[config.mk]
export PLATFORM = sky130hd
export DESIGN_NAME = alu_muldiv
export DESIGN_NICKNAME = d
export VERILOG_FILES = /design/src/rtl/alu_muldiv.sv
export SDC_FILE = /design/constraint.sdc
export NUM_CORES = 1
export LEC_CHECK = 0
export CORE_ASPECT_RATIO = 2
export CORE_MARGIN = 2
export CORE_UTILIZATION = 35
export CTS_CLUSTER_SIZE = 10
export DETAILED_ROUTE_END_ITERATION = 12
export MAX_ROUTING_LAYER = met4
export PLACE_DENSITY = 0.59
export SYNTH_ARGS = -nofsm -noshare
export SYNTH_HDL_FRONTEND = slang
export SYNTH_SLANG_ARGS = --single-unit
export TNS_END_PERCENT = 30
[constraint.sdc]
create_clock -name clk -period 8.6 [get_ports clk]
set_input_delay 2.58 -clock clk [delete_from_list [all_inputs] [get_ports clk]]
set_output_delay 2.58 -clock clk [all_outputs]
set_load 0.02 [all_outputs]
[src/rtl/alu_muldiv.sv]
// alu_muldiv: execute unit for the multi-cycle MIPS datapath.
// Single-cycle ALU ops (add/sub/and/or/slt/sltu/xor/nor) plus iterative
// mult/multu (radix-2 shift-add) and div/divu (restoring) with HI/LO.
//
// State table
//   state   | meaning
//   S_IDLE  | waiting for start; single-cycle ops and div-by-zero complete here
//   S_MUL   | one shift-add step per cycle, WIDTH steps
//   S_DIV   | one restoring quotient bit per cycle, WIDTH steps
//   S_FIX   | apply signs, write hi/lo/result, pulse done
//
// Ports
//   clk, rst_n        clock, asynchronous active-low reset
//   start, op, a, b   request (start sampled only while busy==0)
//   result, zero      registered result (LO for ops 8-11) and result==0
//   hi, lo            HI/LO registers
//   busy, done, div0  handshake and sticky divide-by-zero flag
module alu_muldiv #(
    parameter int WIDTH = 32
) (
    input  logic             clk,
    input  logic             rst_n,
    input  logic             start,
    input  logic [3:0]       op,
    input  logic [WIDTH-1:0] a,
    input  logic [WIDTH-1:0] b,
    output logic [WIDTH-1:0] result,
    output logic             zero,
    output logic [WIDTH-1:0] hi,
    output logic [WIDTH-1:0] lo,
    output logic             busy,
    output logic             done,
    output logic             div0
);
    localparam int CW = $clog2(WIDTH);

    typedef enum logic [1:0] {S_IDLE, S_MUL, S_DIV, S_FIX} state_t;

    state_t           state_q;
    logic [CW-1:0]    cnt_q;
    logic [WIDTH-1:0] result_q, hi_q, lo_q;
    logic [WIDTH-1:0] acc_hi_q, acc_lo_q, opb_q;
    logic             zero_q, busy_q, done_q, div0_q;
    logic             is_div_q, neg_q, rem_neg_q;

    logic             op_md, op_div, op_sgn;
    logic [WIDTH-1:0] a_mag_d, b_mag_d, alu_d;
    logic [WIDTH:0]   mul_sum_d, div_trial_d, div_diff_d;
    logic [2*WIDTH-1:0] prod_neg_d;
    logic [WIDTH-1:0] fix_hi_d, fix_lo_d;

    assign op_md  = (op[3:2] == 2'b10);
    assign op_div = op[1];
    assign op_sgn = ~op[0];

    // Magnitudes are only taken for the signed variants.
    assign a_mag_d = (op_sgn && a[WIDTH-1]) ? -a : a;
    assign b_mag_d = (op_sgn && b[WIDTH-1]) ? -b : b;

    always_comb begin
        alu_d = '0;
        case (op)
            4'd0:    alu_d = a + b;
            4'd1:    alu_d = a - b;
            4'd2:    alu_d = a & b;
            4'd3:    alu_d = a | b;
            4'd4:    alu_d = {{(WIDTH-1){1'b0}}, ($signed(a) < $signed(b))};
            4'd5:    alu_d = {{(WIDTH-1){1'b0}}, (a < b)};
            4'd6:    alu_d = a ^ b;
            4'd7:    alu_d = ~(a | b);
            default: alu_d = '0;
        endcase
    end

    // acc_hi/acc_lo hold partial product (mult) or remainder/dividend-quotient (div).
    assign mul_sum_d   = {1'b0, acc_hi_q} + (acc_lo_q[0] ? {1'b0, opb_q} : '0);
    assign div_trial_d = {acc_hi_q, acc_lo_q[WIDTH-1]};
    // diff[WIDTH] set means the trial was smaller than the divisor (restore).
    assign div_diff_d  = div_trial_d - {1'b0, opb_q};
    assign prod_neg_d  = -{acc_hi_q, acc_lo_q};

    always_comb begin
        fix_hi_d = acc_hi_q;
        fix_lo_d = acc_lo_q;
        if (!is_div_q) begin
            if (neg_q) {fix_hi_d, fix_lo_d} = prod_neg_d;
        end else begin
            if (neg_q)     fix_lo_d = -acc_lo_q;
            if (rem_neg_q) fix_hi_d = -acc_hi_q;
        end
    end

    always_ff @(posedge clk or negedge rst_n) begin
        if (!rst_n) begin
            state_q   <= S_IDLE;
            cnt_q     <= '0;
            result_q  <= '0;
            zero_q    <= 1'b1;
            hi_q      <= '0;
            lo_q      <= '0;
            busy_q    <= 1'b0;
            done_q    <= 1'b0;
            div0_q    <= 1'b0;
            acc_hi_q  <= '0;
            acc_lo_q  <= '0;
            opb_q     <= '0;
            is_div_q  <= 1'b0;
            neg_q     <= 1'b0;
            rem_neg_q <= 1'b0;
        end else begin
            done_q <= 1'b0;
            case (state_q)
                S_IDLE: begin
                    if (start) begin
                        div0_q <= 1'b0;
                        if (op_md && op_div && (b == '0)) begin
                            hi_q     <= a;
                            lo_q     <= '1;
                            result_q <= '1;
                            zero_q   <= 1'b0;
                            div0_q   <= 1'b1;
                            done_q   <= 1'b1;
                        end else if (op_md) begin
                            cnt_q     <= '0;
                            busy_q    <= 1'b1;
                            is_div_q  <= op_div;
                            neg_q     <= op_sgn & (a[WIDTH-1] ^ b[WIDTH-1]);
                            rem_neg_q <= op_sgn & a[WIDTH-1];
                            acc_hi_q  <= '0;
                            if (op_div) begin
                                acc_lo_q <= a_mag_d;
                                opb_q    <= b_mag_d;
                                state_q  <= S_DIV;
                            end else begin
                                acc_lo_q <= b_mag_d;
                                opb_q    <= a_mag_d;
                                state_q  <= S_MUL;
                            end
                        end else begin
                            result_q <= alu_d;
                            zero_q   <= (alu_d == '0);
                            done_q   <= 1'b1;
                        end
                    end
                end
                S_MUL: begin
                    acc_hi_q <= mul_sum_d[WIDTH:1];
                    acc_lo_q <= {mul_sum_d[0], acc_lo_q[WIDTH-1:1]};
                    cnt_q    <= cnt_q + 1'b1;
                    if (cnt_q == CW'(WIDTH-1)) state_q <= S_FIX;
                end
                S_DIV: begin
                    if (!div_diff_d[WIDTH]) begin
                        acc_hi_q <= div_diff_d[WIDTH-1:0];
                        acc_lo_q <= {acc_lo_q[WIDTH-2:0], 1'b1};
                    end else begin
                        acc_hi_q <= div_trial_d[WIDTH-1:0];
                        acc_lo_q <= {acc_lo_q[WIDTH-2:0], 1'b0};
                    end
                    cnt_q <= cnt_q + 1'b1;
                    if (cnt_q == CW'(WIDTH-1)) state_q <= S_FIX;
                end
                S_FIX: begin
                    hi_q     <= fix_hi_d;
                    lo_q     <= fix_lo_d;
                    result_q <= fix_lo_d;
                    zero_q   <= (fix_lo_d == '0);
                    busy_q   <= 1'b0;
                    done_q   <= 1'b1;
                    state_q  <= S_IDLE;
                end
                default: state_q <= S_IDLE;
            endcase
        end
    end

    assign result = result_q;
    assign zero   = zero_q;
    assign hi     = hi_q;
    assign lo     = lo_q;
    assign busy   = busy_q;
    assign done   = done_q;
    assign div0   = div0_q;
endmodule

==> impl_metrics.csv <==
group,metric,value,unit
outcome,run_status,"completed",
pwr,power.density,346,nW/um^2
cells_and_area,layout-drive-gt1-share,0.0452,
synth,share_of_async_settable_or_async_resettable_flops_after_synthesis,1.00,
timing,maxSlewHeadroom,0.132,
synth,synth-edff-count,0,
placed_design,post-dp-hpwl,79.7,mm
critical_path,worst-endpoint-required,9.09,ns
cells_and_area,finalNetCount,3281,
synth,synth.yosys.seq_area_share,0.234,
timing,fmaxAchievable,138,MHz
clocking,cts-buffers-inserted,25,
cells_and_area,layout.cells.non_filler,3828,
worst_hold_path,hold-path-endpoint,"hi[5]",
cells_and_area,layout.core_utilization,0.403,
global_routing,number_of_antenna_violations_at_the_first_check_in_global_routing,6,
detailed_routing,drc,0,
critical_path,startpoint_class_of_the_critical_path,"primary input",
pwr,total_power,8.72,mW
synth,ys_seq_elements,206,
placed_design,buffer_ports.inserted,170,
global_routing,global_route_wire_length_before_repair,148,mm
worst_hold_path,holdCritStartpoint,"hi[5]",
cells_and_area,finish.instance_area,25200,um^2
global_routing,largest_net_degree_at_the_start_of_global_routing,125,
synth,average_footprint_of_a_synthesized_cell,7.45,um^2
worst_hold_path,min-delay-path-class,"flop to flop",
pwr,vdd.ir_drop.worst,0.235,mV
timing,fin_tns_setup,0,ns
timing,timing.final.setup_violations,0,
detailed_routing,route.vias.total,23000,
cells_and_area,mostFrequentLayoutCell,"sky130_fd_sc_hd__nor2_1",
detailed_routing,detail_route.wl_per_cell,26.5,um
cells_and_area,mostFrequentLayoutCells,"sky130_fd_sc_hd__nor2_1, sky130_fd_sc_hd__nand2_1, sky130_fd_sc_hd__a21oi_1, sky130_fd_sc_hd__o21ai_0, sky130_fd_sc_hd__dfrtp_1",
detailed_routing,detail_route.wirelength,101,mm
floorplan,coreArea,62600,um^2
clocking,post_cts_resized,0,
clocking,cts_tree,"built",
clocking,clock_pin_slew_of_the_registers_on_the_worst_case_setup_and_hold_paths,0.06,ns
global_routing,global_route_total_usage_across_every_layer,0.313,
clocking,clk_buf_depth,3,
synth,synthesis.nets,3227,
critical_path,critPathLaunch,"a[8]",
clocking,cts_hold_buf,0,
synth,number_of_library_cell_types_mapped_by_synthesis,85,
synth,netlist_instances,2964,
critical_path,timing.critical_path.arrival,7.75,ns
critical_path,timing.rr.start,"acc_lo_q[0]",
clocking,cts-htree-levels,1,
synth,ys.flop_type,"sky130_fd_sc_hd__dfrtp_1",
timing,finalHoldWorstSlack,0.477,ns
timing,tightest_slew,1.30,ns
floorplan,ios,171,
timing,grt_setup_unrepaired,"false",
timing,report.final.hold_viol_count,0,
detailed_routing,routed_vias_inst,6.01,
timing,finalCriticalPeriod,7.26,ns
floorplan,initial_core_util,0.353,
floorplan,rows,130,
clocking,clock-root-buffer,"sky130_fd_sc_hd__clkbuf_16",
floorplan,die_h,359,um
placed_design,post-place-cells,3783,
critical_path,worst_r2r_endpoint,"hi[6]",
timing,timing.final.crit_share,0.844,
floorplan,die_area,65200,um^2
clocking,cts.sinks,206,
placed_design,gp_routability_congestion,1.04,
synth,netlist_area_before_placement,22100,um^2
timing,final-max-slew-violation-count,0,
clocking,clkLatencyLatePin,0.59,ns
detailed_routing,firstDrtPassIters,7,
global_routing,first_global_vias,22900,
timing,finalClockSkew,0.0312,ns
run,max-cap-violations,0,
global_routing,global_route.overflow_total,0,
placed_design,place_worst_setup_slack,0.527,ns
critical_path,reg2reg_setup_slack,3.37,ns
critical_path,worstRegToRegCells,14,
placed_design,post_dp_cell_area,24500,um^2
detailed_routing,detail-route-antenna-nets,0,
pwr,p_leak,10.8,nW
critical_path,critical_path_class,"primary input to flop",
cells_and_area,area_delta_synth_final,14.3,%
detailed_routing,detail_route.iter0.violations,1821,
critical_path,cp-end-kind,"flop",
worst_hold_path,worst_hold_path.num_cells,2,
clocking,post_cts.repair.setup_buffers,0,
timing,worst_slack,1.34,ns
floorplan,die_width,182,um
synth,ys.warnings.count,0,
critical_path,crit_path_max_fanout,8,
[critical path: stages]
cell	delay, ns
sky130_fd_sc_hd__clkdlybuf4s50_1	0.74
sky130_fd_sc_hd__inv_1	0.14
sky130_fd_sc_hd__ha_1	0.49
sky130_fd_sc_hd__inv_1	0.15
sky130_fd_sc_hd__a2111oi_0	0.49
sky130_fd_sc_hd__nor4b_2	0.71
sky130_fd_sc_hd__o311ai_0	0.34
sky130_fd_sc_hd__o21ai_0	0.43
sky130_fd_sc_hd__xnor2_1	0.19
sky130_fd_sc_hd__o21ai_0	0.17
sky130_fd_sc_hd__or4b_1	0.55
sky130_fd_sc_hd__nor4_1	0.22
sky130_fd_sc_hd__and4_1	0.26
sky130_fd_sc_hd__nand4b_1	0.10
sky130_fd_sc_hd__o21ai_1	0.16
[per-layer routing]
metal,global-route usage,part of all wire,up-vias
met5,-,0,-
met3,0.0310,0.044,377
met2,0.537,0.50,937
met1,0.316,0.35,11000
met4,0.274,0.11,0
li1,-,-,10700
[flip-flops by register name, summed over array words and instances (netlist names)]
name       count
zero           1
busy           1
hi            32
rem_neg_q      1
acc_lo_q      32
acc_hi_q      32
cnt_q          5
lo            32
neg_q          1
div0           1
state_q        2
done           1
is_div_q       1
opb_q         32
result        32
[cells by family (layout without fill, tap and decap cells)]
kind of cell / count (synthesis) / count (layout) / synth area share
other: 0 / 3 / 0
adder cells (fa/ha/maj): 192 / 192 / 0.110
XOR/XNOR: 226 / 226 / 0.0897
buffers and inverters: 350 / 419 / 0.0610
AND/OR/NAND/NOR: 934 / 934 / 0.193
multiplexers: 62 / 62 / 0.0287
flip-flops: 206 / 206 / 0.234
AO/OA/AOI/OAI: 994 / 994 / 0.284
[cells in the mapped netlist (all sizes together), types with 7 or more instances]
library cell    n  area, um^2
a22oi          36         270
a211oi         25         188
o211ai         21         158
o22ai          20         125
mux2i          52         521
xor2           82         718
and2           15        93.8
o31ai          34         260
dfrtp         205        5130
a221oi         21         184
nand4          24         150
mux2           10         113
o21bai         11        82.6
nor2b          29         181
nor3           59         295
a22o           13         114
o21a           17         128
nand2         294        1100
o221ai         13         114
o41ai          10        95.1
clkbuf        160         601
o21ai         286        1430
buf            39         180
nor3b           9        67.6
o31a            7        61.3
a21oi         260        1310
xnor2         144        1260
a31oi          63         400
or4            13         105
or3            34         218
inv           149         559
nand2b         30         188
a211o          10        87.6
nor2          338        1270
a21o           56         420
nand3          28         140
ha            188        2350
and3           12        75.1
nor4           27         175
a221o          23         230
a41oi          11        96.3
[worst max path at each step]
| stage | cells after the start | end |
|---|---|---|
| 2_1_floorplan | 15 | zero |
| 3_3_place_gp | 15 | zero |
| 3_5_place_dp | 15 | zero |
| 4_1_cts | 15 | zero |
| 5_1_grt | 14 | zero |
| 6_report | 15 | zero |
[cell type report]
cell class                 instances  area, um^2
inverter                         151         567
sequential                       206        5160
antenna                            3        7.51
clock buffer                      39         688
tap                              792         991
multi-input combinational       2408       15600
clock inverter                     3        57.6
fill                            6502       37400
timing repair buffer             226        2130
[power breakdown]
group	switching (mW)	internal, mW
sequential	0.548	1.38
clock	0.461	0.579
combinational	3.66	2.09
Note: power is estimated with default switching activity, not from simulation.
